File: src/rtl/systolic_array_pkg.sv
// Shared types and default parameters for the systolic array processing elements.
package systolic_array_pkg;

    typedef enum logic {
        EMPTY,
        ACCUM
    } pe_acc_state_t;

    localparam int unsigned PE_DATA_W     = 8;
    localparam int unsigned PE_ACC_W      = 32;
    localparam int unsigned PE_MUL_STAGES = 2;
    localparam int unsigned PE_K_MAX      = 256;

endpackage

File: src/rtl/pe_mul_pipe.sv
// Signed multiplier followed by STAGES enabled registers; valid and last travel with the product.
module pe_mul_pipe
    import systolic_array_pkg::*;
#(
    parameter int unsigned DATA_W = PE_DATA_W,
    parameter int unsigned STAGES = PE_MUL_STAGES
) (
    input  logic                       clk,
    input  logic                       n_rst,
    input  logic                       en,
    input  logic signed [DATA_W-1:0]   x_i,
    input  logic signed [DATA_W-1:0]   w_i,
    input  logic                       valid_i,
    input  logic                       last_i,
    output logic signed [2*DATA_W-1:0] prod_o,
    output logic                       valid_o,
    output logic                       last_o
);
    localparam int unsigned PW = 2 * DATA_W;

    logic signed [PW-1:0] prod_q [STAGES];
    logic signed [PW-1:0] prod_d [STAGES];
    logic [STAGES-1:0]    valid_q, valid_d;
    logic [STAGES-1:0]    last_q, last_d;

    always_comb begin
        for (int s = 0; s < STAGES; s++) begin
            prod_d[s] = prod_q[s];
        end
        valid_d = valid_q;
        last_d  = last_q;
        if (en) begin
            prod_d[0]  = PW'(x_i) * PW'(w_i);
            valid_d[0] = valid_i;
            last_d[0]  = valid_i && last_i;
            for (int s = 1; s < STAGES; s++) begin
                prod_d[s]  = prod_q[s-1];
                valid_d[s] = valid_q[s-1];
                last_d[s]  = last_q[s-1];
            end
        end
    end

    always_ff @(posedge clk or negedge n_rst) begin
        if (!n_rst) begin
            for (int s = 0; s < STAGES; s++) begin
                prod_q[s] <= '0;
            end
            valid_q <= '0;
            last_q  <= '0;
        end else begin
            for (int s = 0; s < STAGES; s++) begin
                prod_q[s] <= prod_d[s];
            end
            valid_q <= valid_d;
            last_q  <= last_d;
        end
    end

    assign prod_o  = prod_q[STAGES-1];
    assign valid_o = valid_q[STAGES-1];
    assign last_o  = last_q[STAGES-1];

endmodule

File: src/rtl/systolic_pe_acc.sv
// Output-stationary systolic PE: pipelined signed MAC, operand forwarding, one-deep result slot.
// Define PE_SAT_EN for saturating accumulation with a sticky per-result overflow flag.
module systolic_pe_acc
    import systolic_array_pkg::*;
#(
    parameter int unsigned DATA_W     = PE_DATA_W,
    parameter int unsigned ACC_W      = PE_ACC_W,
    parameter int unsigned MUL_STAGES = PE_MUL_STAGES,
    parameter int unsigned K_MAX      = PE_K_MAX
) (
    input  logic                     clk,
    input  logic                     n_rst,
    input  logic signed [DATA_W-1:0] x_i,
    input  logic signed [DATA_W-1:0] w_i,
    input  logic                     in_valid,
    input  logic                     in_last,
    output logic                     stall,
    output logic signed [DATA_W-1:0] x_o,
    output logic signed [DATA_W-1:0] w_o,
    output logic                     fwd_valid,
    output logic signed [ACC_W-1:0]  psum_o,
    output logic                     psum_valid,
    input  logic                     psum_ready,
    output logic                     ovf_o
);
    localparam int unsigned PROD_W = 2 * DATA_W;
    localparam int unsigned CNT_W  = $clog2(K_MAX + 1);

    logic                     en, accept, close;
    logic signed [PROD_W-1:0] mul_prod;
    logic                     mul_valid, mul_last;
    logic signed [ACC_W-1:0]  prod_ext, step_sum, acc_new;
    logic signed [ACC_W-1:0]  acc_q, acc_d, psum_q, psum_d;
    logic [CNT_W-1:0]         cnt_q, cnt_d, cnt_new;
    logic signed [DATA_W-1:0] x_fwd_q, x_fwd_d, w_fwd_q, w_fwd_d;
    logic                     fwd_valid_q, fwd_valid_d, psum_valid_q, psum_valid_d;
    pe_acc_state_t            state_q, state_d;

    // A held result blocks everything, so no beat can overwrite it.
    assign stall  = psum_valid_q && !psum_ready;
    assign en     = !stall;
    assign accept = in_valid && en;

    pe_mul_pipe #(
        .DATA_W (DATA_W),
        .STAGES (MUL_STAGES)
    ) u_mul (
        .clk     (clk),
        .n_rst   (n_rst),
        .en      (en),
        .x_i     (x_i),
        .w_i     (w_i),
        .valid_i (accept),
        .last_i  (in_last),
        .prod_o  (mul_prod),
        .valid_o (mul_valid),
        .last_o  (mul_last)
    );

    assign prod_ext = ACC_W'(mul_prod);

`ifdef PE_SAT_EN
    logic signed [ACC_W:0] sum_wide;
    logic                  step_ovf, ovf_new, ovf_acc_q, ovf_acc_d, ovf_q, ovf_d;

    always_comb begin
        sum_wide = {acc_q[ACC_W-1], acc_q} + {prod_ext[ACC_W-1], prod_ext};
        step_ovf = sum_wide[ACC_W] != sum_wide[ACC_W-1];
        if (!step_ovf) begin
            step_sum = sum_wide[ACC_W-1:0];
        end else if (sum_wide[ACC_W]) begin
            step_sum = {1'b1, {(ACC_W-1){1'b0}}};
        end else begin
            step_sum = {1'b0, {(ACC_W-1){1'b1}}};
        end
    end
`else
    assign step_sum = acc_q + prod_ext;
`endif

    always_comb begin
        x_fwd_d      = x_fwd_q;
        w_fwd_d      = w_fwd_q;
        fwd_valid_d  = fwd_valid_q;
        state_d      = state_q;
        acc_d        = acc_q;
        cnt_d        = cnt_q;
        psum_d       = psum_q;
        psum_valid_d = psum_valid_q;
        close        = 1'b0;
        acc_new      = step_sum;
        cnt_new      = cnt_q + 1'b1;
`ifdef PE_SAT_EN
        ovf_acc_d    = ovf_acc_q;
        ovf_d        = ovf_q;
        ovf_new      = ovf_acc_q | step_ovf;
`endif
        if (state_q == EMPTY) begin
            acc_new = prod_ext;
            cnt_new = CNT_W'(1);
`ifdef PE_SAT_EN
            ovf_new = 1'b0;
`endif
        end
        if (en) begin
            fwd_valid_d = accept;
            if (accept) begin
                x_fwd_d = x_i;
                w_fwd_d = w_i;
            end
            if (psum_valid_q && psum_ready) begin
                psum_valid_d = 1'b0;
            end
            if (mul_valid) begin
                close = mul_last || (cnt_new == CNT_W'(K_MAX));
                if (close) begin
                    state_d      = EMPTY;
                    acc_d        = '0;
                    cnt_d        = '0;
                    psum_d       = acc_new;
                    psum_valid_d = 1'b1;
`ifdef PE_SAT_EN
                    ovf_d        = ovf_new;
                    ovf_acc_d    = 1'b0;
`endif
                end else begin
                    state_d = ACCUM;
                    acc_d   = acc_new;
                    cnt_d   = cnt_new;
`ifdef PE_SAT_EN
                    ovf_acc_d = ovf_new;
`endif
                end
            end
        end
    end

    always_ff @(posedge clk or negedge n_rst) begin
        if (!n_rst) begin
            x_fwd_q      <= '0;
            w_fwd_q      <= '0;
            fwd_valid_q  <= 1'b0;
            state_q      <= EMPTY;
            acc_q        <= '0;
            cnt_q        <= '0;
            psum_q       <= '0;
            psum_valid_q <= 1'b0;
`ifdef PE_SAT_EN
            ovf_acc_q    <= 1'b0;
            ovf_q        <= 1'b0;
`endif
        end else begin
            x_fwd_q      <= x_fwd_d;
            w_fwd_q      <= w_fwd_d;
            fwd_valid_q  <= fwd_valid_d;
            state_q      <= state_d;
            acc_q        <= acc_d;
            cnt_q        <= cnt_d;
            psum_q       <= psum_d;
            psum_valid_q <= psum_valid_d;
`ifdef PE_SAT_EN
            ovf_acc_q    <= ovf_acc_d;
            ovf_q        <= ovf_d;
`endif
        end
    end

    assign x_o        = x_fwd_q;
    assign w_o        = w_fwd_q;
    assign fwd_valid  = fwd_valid_q;
    assign psum_o     = psum_q;
    assign psum_valid = psum_valid_q;
`ifdef PE_SAT_EN
    assign ovf_o = ovf_q;
`else
    assign ovf_o = 1'b0;
`endif

endmodule

File: config.mk
export PLATFORM = sky130hd
export DESIGN_NAME = systolic_pe_acc
export DESIGN_NICKNAME = d
export VERILOG_FILES = /design/src/rtl/systolic_array_pkg.sv /design/src/rtl/pe_mul_pipe.sv /design/src/rtl/systolic_pe_acc.sv
export SDC_FILE = /design/constraint.sdc
export NUM_CORES = 1
export LEC_CHECK = 0
export ABC_AREA = 1
export BUFFER_PORTS_ARGS = -buffer_cell sky130_fd_sc_hd__buf_2
export CORE_ASPECT_RATIO = 0.6
export CORE_MARGIN = 2
export CORE_UTILIZATION = 67
export DETAILED_ROUTE_END_ITERATION = 8
export GPL_TIMING_DRIVEN = 0
export HOLD_SLACK_MARGIN = 0.03
export PLACE_DENSITY = 0.87
export SYNTH_ARGS = -nofsm -noshare
export SYNTH_HDL_FRONTEND = slang
export SYNTH_SLANG_ARGS = --single-unit
File: constraint.sdc
create_clock -name clk -period 3.7 [get_ports clk]
set_clock_uncertainty 0.1 [all_clocks]
set_input_delay 0.925 -clock clk [delete_from_list [all_inputs] [get_ports clk]]
set_output_delay 0.925 -clock clk [all_outputs]
set_load 0.05 [all_outputs]
Word-level counts from Yosys, hierarchy flattened
Cells that the tools add are included.
{"block": "classes", "add_sub_neg": 2, "n_mul": 1, "eq_ne": 1, "n_mux": 8, "bitwise_logic": 1, "n_reduce_logical": 10}
{"op": "32-bit 2-to-1 mux", "n": 2}
{"op": "32-bit by 16-bit adder with 32-bit output", "n": 1}
{"op": "9-bit 2-to-1 mux", "n": 2}
{"op": "8-bit by 8-bit multiplier with 16-bit output", "n": 1}
{"op": "9-bit by 1-bit adder with 9-bit output (second input constant)", "n": 1}
{"op": "9-bit == test (second input constant)", "n": 1}
{"op": "1-bit logical AND", "n": 4}
{"op": "1-bit 2-to-1 mux", "n": 4}
{"op": "2-bit AND reduction", "n": 2}
{"op": "3-bit AND reduction", "n": 1}
{"op": "1-bit logical NOT", "n": 2}
{"op": "1-bit logical OR", "n": 1}
{"op": "1-bit inverter", "n": 1}
{"block": "totals", "ff_bits": 128, "in_bits": 21, "out_inout_bits": 52, "elab_cells": 35}

Depth between registers and ports, before layout
{"block": "depth", "word_depth": 6, "depth_mapped": 21}

Modules after synthesis
Synthesis repeated with hierarchy kept, for this count alone.
{"block": "unflattened", "cells_unflattened": 1512, "area_unflattened_um2": 10468.8}
{"mod": "systolic_pe_acc", "n_inst": 1, "cells_per_inst": 963, "area_per_inst_um2": 6301.0, "seq_area_each_um2": 2302.2}
{"mod": "pe_mul_pipe", "n_inst": 1, "cells_per_inst": 549, "area_per_inst_um2": 4167.7, "seq_area_each_um2": 900.9}

Worst setup path after synthesis
Ideal clock, no wire load.
{"block": "synth_path", "kind": "input port to flip-flop", "startpoint": "input w_i[2]", "endpoint": "register u_mul.prod_q[28] (netlist bit)", "setup_ns": 0.082, "t_arrival_ns": 4.736, "required_time_ns": 3.518, "path_slack_ns": -1.218, "stages": 16, "path_buffers": 1, "cell_sequence": "clkbuf_1 -> nand2_1 -> fa_1 -> inv_1 -> fa_1 -> fa_1 -> inv_1 -> fa_1 -> inv_1 -> ha_1 -> a21oi_1 -> o21ai_0 -> a21oi_1 -> o21bai_1 -> or2_2 -> a31oi_1"}
{"block": "synth_via", "elab_chain_cells": 1}
{"element": "from (decl)", "line_no": "systolic_pe_acc.sv:14", "rtl": "input logic signed [DATA_W-1:0] w_i,"}
{"element": "8-bit by 8-bit multiplier with 16-bit output", "line_no": "pe_mul_pipe.sv:33", "rtl": "prod_d[0] = PW'(x_i) * PW'(w_i);"}
{"element": "to (signal, indexed assignment)", "line_no": "pe_mul_pipe.sv:53", "rtl": "prod_q[s] <= prod_d[s];"}
{"element": "to (decl)", "line_no": "pe_mul_pipe.sv:21", "rtl": "logic signed [PW-1:0] prod_q [STAGES];"}
Every way passes these cells.
A chain may end at the register's enable or synchronous reset.

Worst setup path after layout
{"block": "layout_path", "startpoint": "input x_i[7]", "endpoint": "register u_mul.prod_q[30] (netlist bit)"}
{"block": "layout_via", "elab_chain_cells": 1}
{"element": "from (decl)", "line_no": "systolic_pe_acc.sv:13", "rtl": "input logic signed [DATA_W-1:0] x_i,"}
{"element": "8-bit by 8-bit multiplier with 16-bit output", "line_no": "pe_mul_pipe.sv:33"}
Every way passes these cells.

==> results.md <==
- TritonCTS Buffers: 17
- RSZ-0062 raised after global routing: yes
- Row count: 35
- Post-Place Worst Slack: -1290 ps
- Distinct cells, synth: 38
- Mapped Area: 0.0104 mm²
- Detailed Route Iter0 Violations: 1,487
- Synthesized flop and latch total: between 100 and 150
- Root Driver: clkbuf_16
- Final wirelength: between 30,000 and 40,000 µm
- EDFF count, synth: 0
- Largest net degree at the start of global routing: 66
- Worst-Margin Slew: about 940 ps
- Total GRT Usage: 0.434
- Most common cell after layout, fill and taps aside: nand2_1
- Setup WS post-layout: -842 ps
- Vias: approximately 11k
- Number of routed nets with antenna violations: 0
- Power share of the combinational group: 0.679
- Relative slew slack: 0.374
- Critical path cell sequence: clkbuf_16 -> nand2_8 -> buf_4 -> fa_1 -> fa_1 -> inv_1 -> fa_1 -> inv_1 -> fa_1 -> inv_1 -> ha_4 -> nand2_2 -> nor3_4 -> nand2_1 -> nand3_2 -> o21ai_1 -> a21oi_1 -> a21oi_1
- Slowest cell delay on critical path: about 550 ps
- Die height: around 100 µm
- Hpwl dp: roughly 23,000 µm
- Sw power: ~0.0073 W
- Sequential share of power: 0.172
- Sequential area share after synthesis: 0.307
- Clock sink count: roughly 130
- Final Instance Area: roughly 0.013 mm²
- Post-Syn Area per Cell: 7.09 µm²
- Startpoint types: input pin
- WHS: ~380 ps
- Cell-internal power: between 0.006 and 0.007 W
- Critical Path Fanout Max: 5
- Status: finished with violations
- Reg2reg setup slack: around 380 ps
- Failing checks: setup timing
- Remaining DRCs: 0
- Post-CTS Hold Buffers: 0
- Core Footprint: around 0.015 mm²
- Mapped Cells: 1,461
- Syn-to-layout area delta: 21.8%
- Final setup vio count: 10
- Post-synth top area share: 0.307
- Clock power share: 0.148
- Sw Share: 0.537
- Layout cell share with drive strength beyond 1: 0.186
- Die area: 0.0165 mm²
- Cells after DPL: between 1.5k and 2k
- Hold Path Class: reg2reg
- Vias/cell: between 5 and 6
- Max Cap Viol: 0
- Main flop type after synthesis: dfrtp_1
- First-pass GRT wire length: approximately 54,000 µm
- Sum of negative setup slack: -5750 ps
- Final #Nets: roughly 1.7k
- Final hold violation count: 0
- Pre-antenna DRT Iters: 8
- Clock Latency Late Sink: about 440 ps
- VDD IR-drop max: 0.780 mV
- Pwr Density: between 1000 and 1500 mW/mm²
- Crit Path Class: in2reg
- Synthesis Warnings: 0
- Fmax: between 200 and 250 MHz
- Fillers: a little over 900
- IO Count: between 70 and 80
- DR WL/cell: ~20 µm
- Clock Path Buffers: 2
- CP Capture Type: flop
- Clock Pin Slew Worst Setup and Hold Paths: about 70 ps
- Initial antenna violation count: 0
- Synth area leader: dfrtp_1
- H-tree Lvls: 4
- Die width: around 160 µm
- Initial Util: 0.679
- # diodes: 0
- Syn Nets: approximately 1.6k
- Period Utilization, post-route: 1.23
- GRT overflow: 0
- Top cell by count, worst path: fa_1
- Min cycle time layout: approximately 4500 ps
- CTS tree: built
- Port Buffers: between 50 and 60
- Worst Path Required: between 3000 and 4000 ps
- Synth area leaders: dfrtp_1 (31%), nand2_1 (19%), fa_1 (11%), inv_1 (11%), ha_1 (7.4%)
- Worst Path Arrival: 4740 ps
- Leading cell types in the layout, fill and taps excluded: nand2_1 (501), inv_1 (258), dfrtp_1 (127)
- Dpl cell area: 0.0113 mm²
- Post-route non-filler standard cell count: between 1.5k and 2k
- RD Place Congestion: slightly above 1
- Worst path slowest cell: fa_1
- Post-synth ARST share: 1.00
- Final slew viol count: 0
- Leak Pwr: roughly 7.0 nW
- Vias in the first global route: approximately 10k
==> cell usage after synthesis (3+ instances only) <==
cell	number
dfrtp_1	127
o21ai_1	4
clkbuf_1	30
o21bai_1	3
xor2_1	8
xnor2_1	7
a21oi_1	30
nand4_1	12
nand3_1	95
a31oi_1	3
ha_1	61
buf_6	5
inv_1	291
o21ai_2	17
buf_2	5
nor2_1	54
nor3_1	11
nand2_1	520
or2_2	6
o22ai_1	6
nor2_2	3
o21ai_0	72
mux2_2	13
fa_1	56
==> registers in the layout, indices dropped and copies added (netlist names) <==
register / flops
x_o: 8
cnt_q: 9
psum_o: 32
psum_valid: 1
acc_q: 32
state_q: 1
w_o: 8
u_mul.prod_o: 16
u_mul.valid_q: 2
u_mul.prod_q: 16
u_mul.last_q: 2
==> power groups by stage <==
| stage | clock network [W] | registers, W | logic [W] |
|---|---|---|---|
| floorplan | 0 | 0.00290 | 0.00502 |
| global route | 0.00206 | 0.00239 | 0.00998 |
| CTS | 0.00199 | 0.00231 | 0.00834 |
| finish | 0.00202 | 0.00235 | 0.00926 |
| detailed placement | 0 | 0.00232 | 0.00755 |
| global placement | 0 | 0.00230 | 0.00730 |
==> critical path, delay by kind of cell <==
family,cells,cell delay (ps)
AND/OR/NAND/NOR,5,690
buffers and inverters,5,480
adder cells (fa/ha/maj),5,2340
AO/OA/AOI/OAI,3,310
==> path summary, 6_finish.rpt <==
path                                       start                to  depth (start not counted)
worst min-delay path                  psum_o[23]        psum_o[23]                          2
max in group asynchronous                  n_rst         psum_o[0]                          2
worst min register to register        psum_o[23]        psum_o[23]                          2
min in group asynchronous                  n_rst  u_mul.prod_q[29]                          1
worst max register to register  u_mul.prod_o[15]         acc_q[19]                         11
worst max-delay path                      x_i[7]  u_mul.prod_q[30]                         18
==> layout make-up <==
class / instances / area (µm²) / area share
well taps: 203 / 254 / 0.0201
clock inverters: 13 / 235 / 0.0186
repair buffers: 85 / 563 / 0.0446
inverters: 293 / 1120 / 0.0889
multi-input cells: 995 / 6350 / 0.504
clock buffers: 19 / 443 / 0.0351
flip-flops and latches: 127 / 3180 / 0.252
plain buffers: 46 / 468 / 0.0371
==> through the flow <==
stage	total power [W]	utilization
after CTS	0.0126	0.815
after floorplan	0.00792	-
final	0.0136	0.828
after global routing	0.0144	0.828
after detailed placement	0.00987	0.744
after global placement	0.00959	0.742
==> cells by family (layout without fill, tap and decap cells) <==
logic type                 after synthesis  in the layout  share of synthesized area
AOI/OAI and AO/OA                      140            140                     0.0770
xor gates and xnor gates                15             15                     0.0127
muxes                                   15             15                     0.0161
adders and majority gates              117            117                      0.182
DFF                                    127            127                      0.307
buffers and inverters                  339            456                      0.128
and+or+nand+nor                        707            707                      0.277
other                                    1              1                   0.000362
==> layer usage <==
metal / wire length, µm / vias up / share of wire / GRT usage
li1: - / 4673 / - / -
met1: 14200 / 4949 / 0.40 / 0.618
met2: 14700 / 879 / 0.41 / 0.620
met3: 5590 / 166 / 0.16 / 0.165
met4: 1380 / 0 / 0.038 / 0.126
met5: 0 / - / 0 / 0
==> repair_timing <==
| item | in CTS | in global routing |
|---|---|---|
| gates cloned | 1 | 0 |
| setup buffers | 20 | 8 |
| pin swaps | 47 | 29 |
| resized for setup | 65 | 39 |
| endpoints found under the setup margin | 9 | 11 |
(Power assumes the default switching activity.)
